File: config.mk
export PLATFORM = sky130hd
export DESIGN_NAME = band8_distributor
export DESIGN_NICKNAME = d
export VERILOG_FILES = /design/src/rtl/band8_pkg.sv /design/src/rtl/band8_slot.sv /design/src/rtl/band8_distributor.sv
export SDC_FILE = /design/constraint.sdc
export NUM_CORES = 1
export LEC_CHECK = 0
export ABC_AREA = 1
export BUFFER_PORTS_ARGS = -buffer_cell sky130_fd_sc_hd__buf_2
export CAP_MARGIN = 25
export CORE_MARGIN = 3
export CORE_UTILIZATION = 35
export DETAILED_ROUTE_END_ITERATION = 7
export GPL_TIMING_DRIVEN = 0
export PLACE_DENSITY = 0.62
export SLEW_MARGIN = 15
export SYNTH_ARGS = -nofsm -noshare
export SYNTH_HDL_FRONTEND = slang
export SYNTH_SLANG_ARGS = --single-unit
File: constraint.sdc
create_clock -name clk -period 4 [get_ports clk]
set_clock_uncertainty 0.1 [all_clocks]
set_input_delay 0.4 -clock clk [delete_from_list [all_inputs] [get_ports clk]]
set_output_delay 0.4 -clock clk [all_outputs]
set_load 0.05 [all_outputs]
File: src/rtl/band8_pkg.sv
// band8_pkg: shared constants and types for the band8 distributor
package band8_pkg;
    localparam int WIDTH = 4;
    localparam int NCH   = 8;
    localparam int SEL_W = 3;
    typedef logic [SEL_W-1:0] sel_t;
    typedef logic [WIDTH-1:0] sample_t;
endpackage

File: src/rtl/band8_slot.sv
// band8_slot: one-deep output slot; BAND8_DIST_HOLD_EN keeps the last data visible after drain
module band8_slot
    import band8_pkg::*;
(
    input  logic             clk,
    input  logic             rst,
    input  logic             load,
    input  logic             drain,
    input  logic [WIDTH-1:0] in_data,
    output logic             valid,
    output logic [WIDTH-1:0] data
);
    logic    valid_q, valid_d;
    sample_t data_q, data_d;
    // a load wins over a drain so a slot can be emptied and refilled on one edge
    always_comb begin
        valid_d = load ? 1'b1 : (drain ? 1'b0 : valid_q);
        data_d  = load ? in_data : data_q;
    end
    // slot state register
    always_ff @(posedge clk or posedge rst) begin
        if (rst) begin
            valid_q <= 1'b0;
            data_q  <= '0;
        end else begin
            valid_q <= valid_d;
            data_q  <= data_d;
        end
    end
    assign valid = valid_q;
`ifdef BAND8_DIST_HOLD_EN
    assign data = data_q;
`else
    assign data = valid_q ? data_q : '0;
`endif
endmodule

File: src/rtl/band8_distributor.sv
// band8_distributor: routes one input stream to one of eight handshaked slots (build option BAND8_DIST_HOLD_EN)
module band8_distributor
    import band8_pkg::*;
(
    input  logic                 clk,
    input  logic                 rst,
    input  logic [WIDTH-1:0]     in_data,
    input  logic                 in_valid,
    output logic                 in_ready,
    input  logic [SEL_W-1:0]     ctrl,
    input  logic                 rr_mode,
    output logic [NCH*WIDTH-1:0] out_data,
    output logic [NCH-1:0]       out_valid,
    input  logic [NCH-1:0]       out_ready,
    output logic                 busy,
    output logic [7:0]           acc_cnt
);
    sel_t           sel, rr_ptr_q, rr_ptr_d;
    logic [7:0]     acc_cnt_q, acc_cnt_d;
    logic           accept;
    logic [NCH-1:0] load;
    // target selection and handshake; a draining target counts as free this cycle
    always_comb begin
        sel       = rr_mode ? rr_ptr_q : ctrl;
        in_ready  = !out_valid[sel] || out_ready[sel];
        accept    = in_valid && in_ready;
        load      = accept ? (NCH'(1) << sel) : '0;
        rr_ptr_d  = (accept && rr_mode) ? rr_ptr_q + 1'b1 : rr_ptr_q;
        acc_cnt_d = acc_cnt_q + 8'(accept);
        busy      = |out_valid;
    end
    // pointer and transfer counter; both wrap naturally at their widths
    always_ff @(posedge clk or posedge rst) begin
        if (rst) begin
            rr_ptr_q  <= '0;
            acc_cnt_q <= '0;
        end else begin
            rr_ptr_q  <= rr_ptr_d;
            acc_cnt_q <= acc_cnt_d;
        end
    end
    assign acc_cnt = acc_cnt_q;
    for (genvar i = 0; i < NCH; i++) begin : g_slot
        band8_slot u_slot (
            .clk     (clk),
            .rst     (rst),
            .load    (load[i]),
            .drain   (out_valid[i] && out_ready[i]),
            .in_data (in_data),
            .valid   (out_valid[i]),
            .data    (out_data[i*WIDTH +: WIDTH])
        );
    end
endmodule

==> impl_results.md <==
* Sequential cell area fraction in the yosys report at 46.2%
* Starting density of the core at 37.1%
* Post-CTS Setup Inserts at 0
* Largest family of logic cells by synthesized area: simple AND/OR/NAND/NOR gates
* Layout Utilization at 45.3%
* Filler Cell Count at 778
* DP Wirelength at 4840 um
* Sum of negative setup slack at 0 ps
* DIE AREA at 9000 um^2
* Slew headroom at 61.2%
* Die Y at 94.9 um
* Placement Cell Area at 3240 um^2
* Comb power frac at 42.5%
* Share of power burned in registers at 39.1%
* Startpoint type of the worst setup path: flip-flop
* Post-synth top area share at 46.2%
* Diodes inserted at 0
* Post-Layout Inst Area at 3370 um^2
* Synth Area in Compound Gates at 4.16%
* Nets at 442
* Ys Warns at 0
* Clock Latency Late Sink at 310 ps
* TritonCTS clock tree: built
* All-layer global routing usage at 15.3%
* Clock share of power at 18.4%
* Xor/xnor share of the synthesized area at 2.22%
* Mux contribution to synthesized area at 0%
* Slowest stage cell, crit path: dfrtp_1
* Vias in the first global route at 2,248
* FF+latch count, synth at 51
* Rows at 31
* CP endpoint kind: flip-flop
* DRT Pass-1 Iters at 4
* VDD IR-drop max at 0.000364 V
* CTS H-tree lvls at 2
* Pre-CTS setup slack at 1320 ps
* Gpl congestion at 0.890
* Status: complete, no violations
* Final setup viols at 0
* Most frequent cells in the layout: 118 x nand2_1, 66 x buf_2, 56 x inv_1
* Per-cell routed wire length at 12.3 um
* CP peak stage delay at 430 ps
* P per Cell Area at 678 nW/um^2
* Total core area at 7450 um^2
* Async SR Flop Fraction at 100%
* Antenna violations before repair at 0
* Syn Nets at 368
* Most Frequent Cell on Critical Path: nand2_2
* Root buffer cell: clkbuf_8
* Synth Area in Simple Gates at 33.8%
* First-pass GRT wire length at 10,800 um
* Via count at 2,348
* P_int at 1.27 mW
* Commonest non-fill, non-tap cell in the layout: nand2_1
* Clk slew on worst S/H paths at 100 ps
* Routed wire length at 6380 um
* Num CTS Buffers at 5
* CTS Hold Bufs at 0
* Final Hold Vio Count at 0
* First DRT Iteration DRCs at 81
* Share of cells above drive strength 1 at 27.3%
* Post-Syn Instances at 346
* Post-CTS Resized at 0
* Area contributors post-synth: dfrtp_1 46%, nand2_1 16%, inv_1 7.7%
* Chip width at 94.9 um
* Worst Path Required at 4100 ps
* DRC Markers at 0
* Part of the cycle the worst path needs at 63.5%
* Post-synthesis adder-cell area fraction at 1.36%
* CTS Sinks at 51
* Clk buf depth at 2
* Unrepaired setup endpoints after global routing: false
* Fin. max-slew vios at 0
* Cell accounting for the most synthesized area: dfrtp_1
* Drt via density at 4.52
* Critical-path cell list: inv_1 -> nand2_2 -> nand2_4 -> nand2_2 -> nor2_1 -> nor2_1 -> nand3_2 -> nand2_2 -> nor2_4 -> buf_6 -> ha_1 -> nand3_1 -> nor3_1 -> nand3_1 -> xnor2_1
* Fmax at 394 MHz
* Largest net degree at the start of global routing at 28
* IO Count at 69
* Worst Slack Setup Final at 1460 ps
* IO buf count at 66
* EDFF count, synth at 0
* Psw at 1.02 mW
* Grt ovf at 0
* Main synth FF type: dfrtp_1
* Post-synthesis area per instance at 7.99 um^2
* Crit path time final at 2540 ps
* Setup CP Type: flip-flop to flip-flop
* Hold Crit Class: input port to asynchronous set/reset pin
* Library cells used by synthesis at 28
* WP data arrival at 2630 ps
* Synthesis-to-finish area growth at 22.1%
* Sw Share at 44.7%
* Crit Path Max Fanout at 10
* Max_cap viols at 0
* Post-synthesis instance area at 2760 um^2
* Worst Tran Pin Value at 582 ps
* Routed Antenna Nets at 0
* Static leakage at 2.10 nW
[cell families (layout without fill, tap and decap cells)]
logic type | count (synthesis) | in the layout
buffers and inverters | 72 | 147
AND/OR/NAND/NOR | 190 | 190
flip-flops | 51 | 51
adder cells (fa/ha/maj) | 3 | 3
AO/OA/AOI/OAI | 23 | 23
XOR/XNOR | 7 | 7
[worst paths after layout]
path                              start                    endpoint  slack (ps)  depth (start not counted)
hold reg to reg              acc_cnt[7]                  acc_cnt[7]         370                          1
setup / recovery            rr_ptr_q[0]                  acc_cnt[7]        1460                         15
hold / removal                      rst  g_slot[1].u_slot.data_q[2]          30                          2
max in group asynchronous           rst                  acc_cnt[0]        3230                          3
setup reg to reg            rr_ptr_q[0]                  acc_cnt[7]        1460                         15
min in group clk           out_ready[0]      g_slot[0].u_slot.valid         180                          2
[critical path: cells and delay by family, from the launching register on]
family | cells | cell delay, ps
and+or+nand+nor | 11 | 1330
DFF | 1 | 430
buffers and inverters | 2 | 230
adders and majority gates | 1 | 180
xor gates and xnor gates | 1 | 150
[cell type report]
| cell class | instances | area, um^2 | share of cell area (%) |
|---|---|---|---|
| timing repair buffer | 67 | 350 | 10.4 |
| sequential | 51 | 1280 | 37.8 |
| tap | 99 | 124 | 3.67 |
| inverter | 60 | 241 | 7.16 |
| clock inverter | 3 | 67.6 | 2.00 |
| multi-input combinational | 223 | 1150 | 34.0 |
| clock buffer | 5 | 68.8 | 2.04 |
| buffer | 12 | 97.6 | 2.89 |
[synthesized netlist by cell type (2+ instances only)]
library cell and instances:
buf_4 8, nor4_1 2, inv_1 57, nor2_1 8, nand2_4 6, nand4_1 5
nand3_1 31, o21ai_0 22, nor3_2 2, buf_6 3, xor2_1 6, nand4_2 3
dfrtp_1 51, nand2_1 118, nand2_2 7, nor2_4 3, ha_1 3
[stage by stage]
stage | std cells | hold slack, ps | power, mW
2_1_floorplan | 346 | 349 | 1.65
3_3_place_gp | 511 | 357 | 1.86
3_5_place_dp | 512 | 358 | 1.88
4_1_cts | 520 | 39.0 | 2.31
5_1_grt | 520 | 55.5 | 2.46
6_report | 520 | 28.3 | 2.29
[power by group through the flow]
stage | sequential, mW | combinational, mW | clock (mW)
floorplan | 0.995 | 0.657 | 0
global placement | 0.898 | 0.962 | 0
detailed placement | 0.903 | 0.980 | 0
CTS | 0.894 | 0.983 | 0.436
global route | 0.929 | 1.07 | 0.461
finish | 0.894 | 0.971 | 0.422
[per-layer routing]
layer  vias to the layer above  part of all wire [%]  global-route usage [%]
met5                         -                     0                       0
met4                         0                   1.5                    5.29
met3                         8                   5.8                    2.63
met2                        64                    47                    24.5
met1                      1065                    46                    21.0
li1                       1211                     -                       -
[flip-flops by register name, indices dropped and copies added (netlist names)]
register,count
rr_ptr_q,3
g_slot.u_slot.valid,8
g_slot.u_slot.data_q,32
acc_cnt,8
No activity file was read; power rests on OpenSTA's default activity.
